## config.mk

```make
export PLATFORM = sky130hd
export DESIGN_NAME = sodor_stim_stage
export DESIGN_NICKNAME = d
export VERILOG_FILES = /design/src/rtl/sodor_stim_pkg.sv /design/src/rtl/sodor_stim_pipe.sv /design/src/rtl/sodor_stim_stage.sv
export SDC_FILE = /design/constraint.sdc
export NUM_CORES = 1
export LEC_CHECK = 0
export CAP_MARGIN = 30
export CORE_MARGIN = 10
export CORE_UTILIZATION = 43
export CTS_BUF_LIST = sky130_fd_sc_hd__clkbuf_8 sky130_fd_sc_hd__clkbuf_16
export DETAILED_ROUTE_END_ITERATION = 8
export PLACE_DENSITY = 0.85
export SETUP_SLACK_MARGIN = 0.5
export SLEW_MARGIN = 0
export SYNTH_ARGS = -nofsm -noshare
export SYNTH_HDL_FRONTEND = slang
export SYNTH_SLANG_ARGS = --single-unit
```

## constraint.sdc

```tcl
create_clock -name clock -period 14.8 [get_ports clock]
set_input_delay 2.96 -clock clock [delete_from_list [all_inputs] [get_ports clock]]
set_output_delay 2.96 -clock clock [all_outputs]
set_load 0.01 [all_outputs]
```

## src/rtl/sodor_stim_pkg.sv

```systemverilog
// Shared types and constants for the Sodor fuzz-harness stimulus stage.
// The SODOR_STIM_HOLD_EN build option is handled in sodor_stim_stage.
package sodor_stim_pkg;

   localparam int SODOR_BUS_W = 32;
   localparam int HCNT_W      = 8;

   typedef enum logic {
      ST_HOLD = 1'b0,
      ST_RUN  = 1'b1
   } stim_state_e;

endpackage

```

## src/rtl/sodor_stim_pipe.sv

```systemverilog
// Generic WIDTH x STAGES delay line with load enable and async clear.
// The output is the oldest stage.
module stim_pipe #(
   parameter int WIDTH  = 32,
   parameter int STAGES = 1
) (
   input  logic             clock,
   input  logic             reset,
   input  logic             en_i,
   input  logic [WIDTH-1:0] d_i,
   output logic [WIDTH-1:0] q_o
);

   logic [STAGES-1:0][WIDTH-1:0] stage_q;

   always_ff @(posedge clock or posedge reset) begin
      if (reset) begin
         stage_q <= '0;
      end else if (en_i) begin
         for (int i = STAGES - 1; i > 0; i--) begin
            stage_q[i] <= stage_q[i-1];
         end
         stage_q[0] <= d_i;
      end
   end

   assign q_o = stage_q[STAGES-1];

endmodule

```

## src/rtl/sodor_stim_stage.sv

```systemverilog
// Stimulus staging and stretched core reset for the Sodor harness.
// Define SODOR_STIM_HOLD_EN to add the hold (pipeline stall) input.
module sodor_stim_stage
   import sodor_stim_pkg::*;
#(
   parameter int DATA_W   = SODOR_BUS_W,
   parameter int ADDR_W   = 5,
   parameter int STAGES   = 1,
   parameter int RST_HOLD = 4,
   parameter int CNT_W    = 32
) (
   input  logic              clock,
   input  logic              reset,
   input  logic              soft_reset,
`ifdef SODOR_STIM_HOLD_EN
   input  logic              hold,
`endif
   input  logic [ADDR_W-1:0] ddpath_addr,
   input  logic [DATA_W-1:0] ddpath_wdata,
   input  logic [DATA_W-1:0] dmem_resp_data,
   input  logic              dmem_resp_valid,
   input  logic [DATA_W-1:0] imem_resp_data,
   output logic              core_reset,
   output logic [ADDR_W-1:0] s_ddpath_addr,
   output logic [DATA_W-1:0] s_ddpath_wdata,
   output logic [DATA_W-1:0] s_dmem_resp_data,
   output logic              s_dmem_resp_valid,
   output logic [DATA_W-1:0] s_imem_resp_data,
   output logic [CNT_W-1:0]  run_cycles
);

   localparam logic [HCNT_W-1:0] HOLD_LD = HCNT_W'(RST_HOLD);
   localparam logic [CNT_W-1:0]  CNT_MAX = '1;

   stim_state_e       state_q;
   logic [HCNT_W-1:0] hcnt_q;
   logic              core_rst_q;
   logic [CNT_W-1:0]  run_q;
   logic [CNT_W-1:0]  run_d;
   logic              pipe_en;
   logic              stall;
   logic              valid_st;

`ifdef SODOR_STIM_HOLD_EN
   assign stall = hold;
`else
   assign stall = 1'b0;
`endif

   assign pipe_en = !stall;

   always_ff @(posedge clock or posedge reset) begin
      if (reset) begin
         state_q    <= ST_HOLD;
         hcnt_q     <= HOLD_LD;
         core_rst_q <= 1'b1;
      end else begin
         unique case (state_q)
            ST_HOLD: begin
               if (soft_reset) begin
                  hcnt_q <= HOLD_LD;
               end else begin
                  hcnt_q <= hcnt_q - 1'b1;
                  if (hcnt_q == HCNT_W'(1)) begin
                     state_q    <= ST_RUN;
                     core_rst_q <= 1'b0;
                  end
               end
            end
            ST_RUN: begin
               if (soft_reset) begin
                  state_q    <= ST_HOLD;
                  hcnt_q     <= HOLD_LD;
                  core_rst_q <= 1'b1;
               end
            end
            default: begin
               state_q    <= ST_HOLD;
               hcnt_q     <= HOLD_LD;
               core_rst_q <= 1'b1;
            end
         endcase
      end
   end

   // Counter clears on the same edge that re-enters HOLD.
   always_comb begin
      run_d = '0;
      if (state_q == ST_RUN && !soft_reset) begin
         run_d = (run_q == CNT_MAX) ? run_q : run_q + 1'b1;
      end
   end

   always_ff @(posedge clock or posedge reset) begin
      if (reset) begin
         run_q <= '0;
      end else begin
         run_q <= run_d;
      end
   end

   stim_pipe #(.WIDTH(ADDR_W), .STAGES(STAGES)) u_addr (
      .clock (clock),
      .reset (reset),
      .en_i  (pipe_en),
      .d_i   (ddpath_addr),
      .q_o   (s_ddpath_addr)
   );

   stim_pipe #(.WIDTH(DATA_W), .STAGES(STAGES)) u_wdata (
      .clock (clock),
      .reset (reset),
      .en_i  (pipe_en),
      .d_i   (ddpath_wdata),
      .q_o   (s_ddpath_wdata)
   );

   stim_pipe #(.WIDTH(DATA_W), .STAGES(STAGES)) u_dmem (
      .clock (clock),
      .reset (reset),
      .en_i  (pipe_en),
      .d_i   (dmem_resp_data),
      .q_o   (s_dmem_resp_data)
   );

   stim_pipe #(.WIDTH(1), .STAGES(STAGES)) u_valid (
      .clock (clock),
      .reset (reset),
      .en_i  (pipe_en),
      .d_i   (dmem_resp_valid),
      .q_o   (valid_st)
   );

   stim_pipe #(.WIDTH(DATA_W), .STAGES(STAGES)) u_imem (
      .clock (clock),
      .reset (reset),
      .en_i  (pipe_en),
      .d_i   (imem_resp_data),
      .q_o   (s_imem_resp_data)
   );

   assign core_reset        = core_rst_q;
   assign run_cycles        = run_q;
   assign s_dmem_resp_valid = valid_st && !core_rst_q && !stall;

endmodule
```

==> results.yml, run 1 <==
timing:
  rsz0062_at_grt: "no"
  fin_skew_ps: 5.87
  period_needed_ps: 4580
  fin_crit_sh_pct: 31.0
  tightest_slew_ps: 673
  final_max_slew_viol_count: 0
  finalSetupTns_ps: 0
  setup_viol: 0
  hold_viol_final: 0
  slew_headroom_pct: 55.0
  max_freq_ghz: 0.218
grt:
  track_usage_pct: 19.6
  antenna_found_initial: 0
  grt_pass1_wl_um: 24100
  grt_max_degree: 82
  busiest_layer: "met2"
  grt_util_met3_pct: 10.9
  grt_overflow: 0
  grt_pass1_vias: 4113
  met2_usage_pct: 34.8
  use_met1_pct: 19.0
detailed_routing:
  drt-initial-drc-count: 277
  wire_per_inst_um: 20.9
  vias: 3828
  antenna_left: 0
  wl_um: 15600
  drt_pre_antenna_iters: 4
  drc_errors: 0
  viasPerCell: 5.13
synth:
  synth_cells: 343
  synth_top_cell_area_share_pct: 74.7
  synth_seq_cells: 144
  synthTopCellsByArea: "dfrtp_1 75%, or3_1 2.6%, a21oi_1 2.5%"
  synthFlopType: "dfrtp_1"
  synth_seq_area_share_pct: 75.8
  synth.most_common_cell: "dfrtp_1"
  synthArstFlopShare_pct: 100
  syn_nets: 451
  netlist_area_um2: 4750
  ys_types: 31
  yosys_warnings: 0
  yosysTopAreaCell: "dfrtp_1"
  synth_commonest_cells: "142 x dfrtp_1, 24 x a21oi_1, 21 x o21ai_0, 20 x or3_1, 19 x nand2_1"
  avgSynthCellArea_um2: 13.9
  synth-edff-count: 0
worst_setup_path:
  cp-start-kind: "flip-flop"
  crit_family: "flip-flops"
  arrival_ps: 1620
  critPathKind: "flip-flop to output port"
  cp_slowest_cell: "dfstp_2"
  path_cells: "nor2b_1 -> clkdlybuf4s50_1"
  crit_buf_inv: 1
  path_max_fanout: 4
  setup.worst_path.end_class: "output port"
  cp.required_ps: 11840
  cpPeakStageDelay_ps: 560
job:
  cap_violations: 0
run_status:
  status: "finished clean"
floorplan:
  initial_utilization_pct: 43.9
  die-area_um2: 15700
  num_rows: 38
  die_x_um: 125
  io_pins: 240
  die_y_um: 125
  core_area_um2: 10800
final_layout:
  multi_input_area_um2: 1070
  final_area_um2: 7900
  final-seq-area_um2: 3610
  nFillCells: 727
  syn2layout_area_growth_pct: 66.1
  num_antenna_cells: 0
  drive_gt1_share_pct: 6.60
  final_nets: 702
placed_design:
  portBuffers: 239
  gp_congestion: 0.822
  placed_area_um2: 7300
  hpwl_um: 12000
clock_tree:
  clk-insertion-delay-late_ps: 520
  cts_made_buffers: 17
  cts.sinks: 144
  hold_buffers: 0
  clkTransAtPathRegs_ps: 60
  root_buffer: "clkbuf_8"
  postCtsSetupBuffers: 0
  clk_path_buf_depth: 2
  htreeDepth: 4
  cts_tree: "done"
  cts_resized: 0
power:
  ir_worst_vdd_mv: 0.0879
  p_leak_nw: 3.27
  power_density_nw_per_um2: 118
worst_hold_path:
  hold_path_class: "flip-flop to flip-flop"
[flip-flops by register name, summed over array words and instances (netlist names)]
register and cells:
u_imem.q_o 32, core_reset 1, u_valid.q_o 1, hcnt_q 8, run_cycles 32, u_wdata.q_o 32
u_addr.q_o 5, u_dmem.q_o 32, state_q 1
[metrics by stage]
stage / hold WS, ps / cells / utilization, % / total power, mW / setup slack (ps)
after floorplan: 499 / 343 / - / 0.471 / 7980
after global placement: 516 / 712 / 67.2 / 0.538 / 9680
after detailed placement: 533 / 713 / 67.3 / 0.544 / 9840
after CTS: 549 / 744 / 72.4 / 0.939 / 10180
after global routing: 588 / 746 / 72.8 / 0.968 / 10140
final: 551 / 746 / 72.8 / 0.934 / 10220
[layout by cell type (no fill, tap or decap), types with 3 or more instances in the layout]
cell type / count
clkbuf_16: 16
or4_1: 9
nand2_1: 19
clkinvlp_4: 5
ha_1: 3
nor4_1: 3
or3_1: 20
clkdlybuf4s50_1: 239
dfrtp_1: 142
xnor2_1: 3
and3_1: 7
xor2_1: 5
a21oi_1: 24
nand3_1: 11
inv_1: 7
nand4_1: 14
o21ai_0: 21
and4_1: 6
inv_6: 3
o31ai_1: 3
clkbuf_8: 3
o211ai_1: 6
nor2_1: 16
[tightest hold or removal path, cell delays in order (launching register included)]
cell	delay, ps
dfstp_2	380
o21ai_0	80
nand3b_1	80
[final timing paths]
kind                                     end  slack, ps  cells after the start           from
setup / recovery           s_dmem_resp_valid      10220                      2     core_reset
hold / removal                     hcnt_q[2]        550                      2      hcnt_q[2]
setup reg to reg              run_cycles[25]      12170                      7  run_cycles[0]
hold reg to reg                    hcnt_q[2]        550                      2      hcnt_q[2]
max in group asynchronous      u_imem.q_o[2]      10770                      4          reset
min in group asynchronous      u_dmem.q_o[8]       2900                      2          reset
[final cells by class]
type	count	area share, %
multi-input combinational	181	13.6
timing repair buffer	243	31.1
clock inverter	12	1.41
tap	140	2.22
clock buffer	19	5.59
inverter	7	0.396
sequential	144	45.7
[where the power goes]
part | leakage (nW) | total (mW) | switching, mW | internal (mW)
clock network | 0.260 | 0.396 | 0.165 | 0.231
registers | 1.76 | 0.429 | 0.0128 | 0.416
logic | 1.25 | 0.109 | 0.0462 | 0.0626
total | 3.27 | 0.934 | 0.224 | 0.710
[cells by family (layout without fill, tap and decap cells)]
family,after synthesis,after routing,synth area share (%)
and+or+nand+nor,111,111,13.4
DFF,144,144,75.8
xor gates and xnor gates,8,8,1.47
adders and majority gates,3,3,0.790
buffers and inverters,18,281,1.61
AOI/OAI and AO/OA,59,59,6.92
[layer usage]
layer  vias up  wire [µm]
met5         -          0
li1       1724          -
met4         0        213
met3        14       1790
met1      1909       5170
met2       181       8390
(Power assumes the default switching activity.)
==> run 2, diff against run 1 <==
--- a/config.mk
+++ b/config.mk
@@ -7,10 +7,10 @@
 export LEC_CHECK = 0
 export CAP_MARGIN = 30
 export CORE_MARGIN = 10
-export CORE_UTILIZATION = 43
+export CORE_UTILIZATION = 36
 export CTS_BUF_LIST = sky130_fd_sc_hd__clkbuf_8 sky130_fd_sc_hd__clkbuf_16
 export DETAILED_ROUTE_END_ITERATION = 8
-export PLACE_DENSITY = 0.85
+export PLACE_DENSITY = 0.76
 export SETUP_SLACK_MARGIN = 0.5
 export SLEW_MARGIN = 0
 export SYNTH_ARGS = -nofsm -noshare
==> constraint.sdc (replaced) <==
create_clock -name clock -period 4.1 [get_ports clock]
set_input_delay 0.82 -clock clock [delete_from_list [all_inputs] [get_ports clock]]
set_output_delay 0.82 -clock clock [all_outputs]
set_load 0.01 [all_outputs]
==> run 2 against run 1 <==
  * Die area rose by 16%
  * Cell count increased by 4.7%
  * Clock power grew to 4.3 times the previous value
  * Clock-buffer cell count is the same
  * Cell area is 2.0% higher
  * Register-to-register slack worse by 10000 ps
  * Combinational power grew to 3.5 times the previous value
  * Critical path type is now input port to flip-flop
==> results.yml, run 2 (synthesis results as in run 1) <==
grt:
  grt_pass1_wl_um: 23700
  antenna_found_initial: 1
  grt_overflow: 0
  track_usage_pct: 17.3
  grt_max_degree: 70
  grt_pass1_vias: 4133
final_layout:
  drive_gt1_share_pct: 6.91
  mostFrequentLayoutCell: "clkdlybuf4s50_1"
  syn2layout_area_growth_pct: 69.3
  final_cell_mix: "239 x clkdlybuf4s50_1, 142 x dfrtp_1, 24 x a21oi_1"
  final_nets: 703
  nFillCells: 905
  final_util_pct: 63.0
timing:
  max_freq_ghz: 0.394
  hold_slack_ps: 540
  final_max_slew_viol_count: 0
  fin_crit_sh_pct: 62.0
  period_needed_ps: 2540
  setup_viol: 0
  hold_viol_final: 0
  rsz0062_at_grt: "no"
  fin_skew_ps: 3.67
  tightest_slew_ps: 772
  fin_ws_ps: 1560
  slew_headroom_pct: 48.4
  finalSetupTns_ps: 0
placed_design:
  post-place-ws_ps: 1140
  portBuffers: 239
  hpwl_um: 12200
  gp_congestion: 0.820
worst_setup_path:
  arrival_ps: 2890
  cp_slowest_cell: "clkdlybuf4s50_1"
  path_max_fanout: 17
  cp.required_ps: 4450
  path_cells: "clkdlybuf4s50_1 -> nand2b_1 -> buf_4 -> or4_1 -> nand2_1"
  cp-start-kind: "input port"
  critPathKind: "input port to flip-flop"
  cpPeakStageDelay_ps: 600
  setup.worst_path.end_class: "flip-flop"
detailed_routing:
  wire_per_inst_um: 20.0
  vias: 3783
  antenna_left: 0
  viasPerCell: 4.84
  drt_pre_antenna_iters: 4
  drt-initial-drc-count: 257
  drc_errors: 0
  wl_um: 15600
power:
  power_density_nw_per_um2: 451
  p_leak_nw: 3.33
  ir_worst_vdd_mv: 0.293
  finalPower_mw: 3.63
run_status:
  status: "finished clean"
clock_tree:
  postCtsSetupBuffers: 0
  hold_buffers: 0
  clk-insertion-delay-late_ps: 410
  htreeDepth: 4
  cts_made_buffers: 17
  cts_tree: "done"
  clk_path_buf_depth: 2
  cts.sinks: 144
  root_buffer: "clkbuf_16"
  clkTransAtPathRegs_ps: 60
  cts_resized: 0
floorplan:
  die_x_um: 135
  num_rows: 41
  die_y_um: 135
  initial_utilization_pct: 37.2
  core_area_um2: 12800
  die-area_um2: 18200
  io_pins: 240
job:
  cap_violations: 0
worst_hold_path:
  hold_path_class: "flip-flop to flip-flop"
==> run 2: metal layers <==
metal / wire [µm] / global-route usage [%] / part of all wire, %
met4: 277 / 7.38 / 1.8
met5: 0 / 0 / 0
met3: 1700 / 9.01 / 11
met1: 5380 / 17.1 / 34
met2: 8290 / 29.5 / 53
==> run 2: worst paths after layout <==
path	slack [ps]	end	start	cells after the start
hold / removal	540	hcnt_q[2]	hcnt_q[2]	2
hold reg to reg	540	hcnt_q[2]	hcnt_q[2]	2
setup reg to reg	1780	run_cycles[7]	run_cycles[0]	7
min in group asynchronous	890	u_dmem.q_o[26]	reset	2
setup / recovery	1560	run_cycles[12]	soft_reset	5
max in group asynchronous	2390	hcnt_q[2]	reset	3
==> run 2: where the power goes <==
part	switching [mW]	internal [mW]
Combinational	0.162	0.224
Sequential	0.0463	1.50
Clock	0.585	1.11
==> run 2: area by class of cell <==
type	instances	area, µm²	share of cell area (%)
Timing Repair Buffer	244	2460	30.6
Sequential cell	144	3610	44.8
Multi-Input combinational cell	181	1070	13.3
Clock buffer	19	453	5.63
Inverter	7	30.0	0.373
Antenna cell	1	2.50	0.0311
Tap cell	172	215	2.67
Clock inverter	13	210	2.61
==> run 2: stage by stage <==
step | std cells | cell area [µm²]
floorplan | 343 | 4760
global placement | 747 | 7360
detailed placement | 747 | 7360
CTS | 779 | 8020
global route | 780 | 8050
finish | 781 | 8050
==> run 2: critical path, delay by kind of cell <==
kind | cells | cell delay, ps
and+or+nand+nor | 3 | 1120
buffers and inverters | 2 | 940
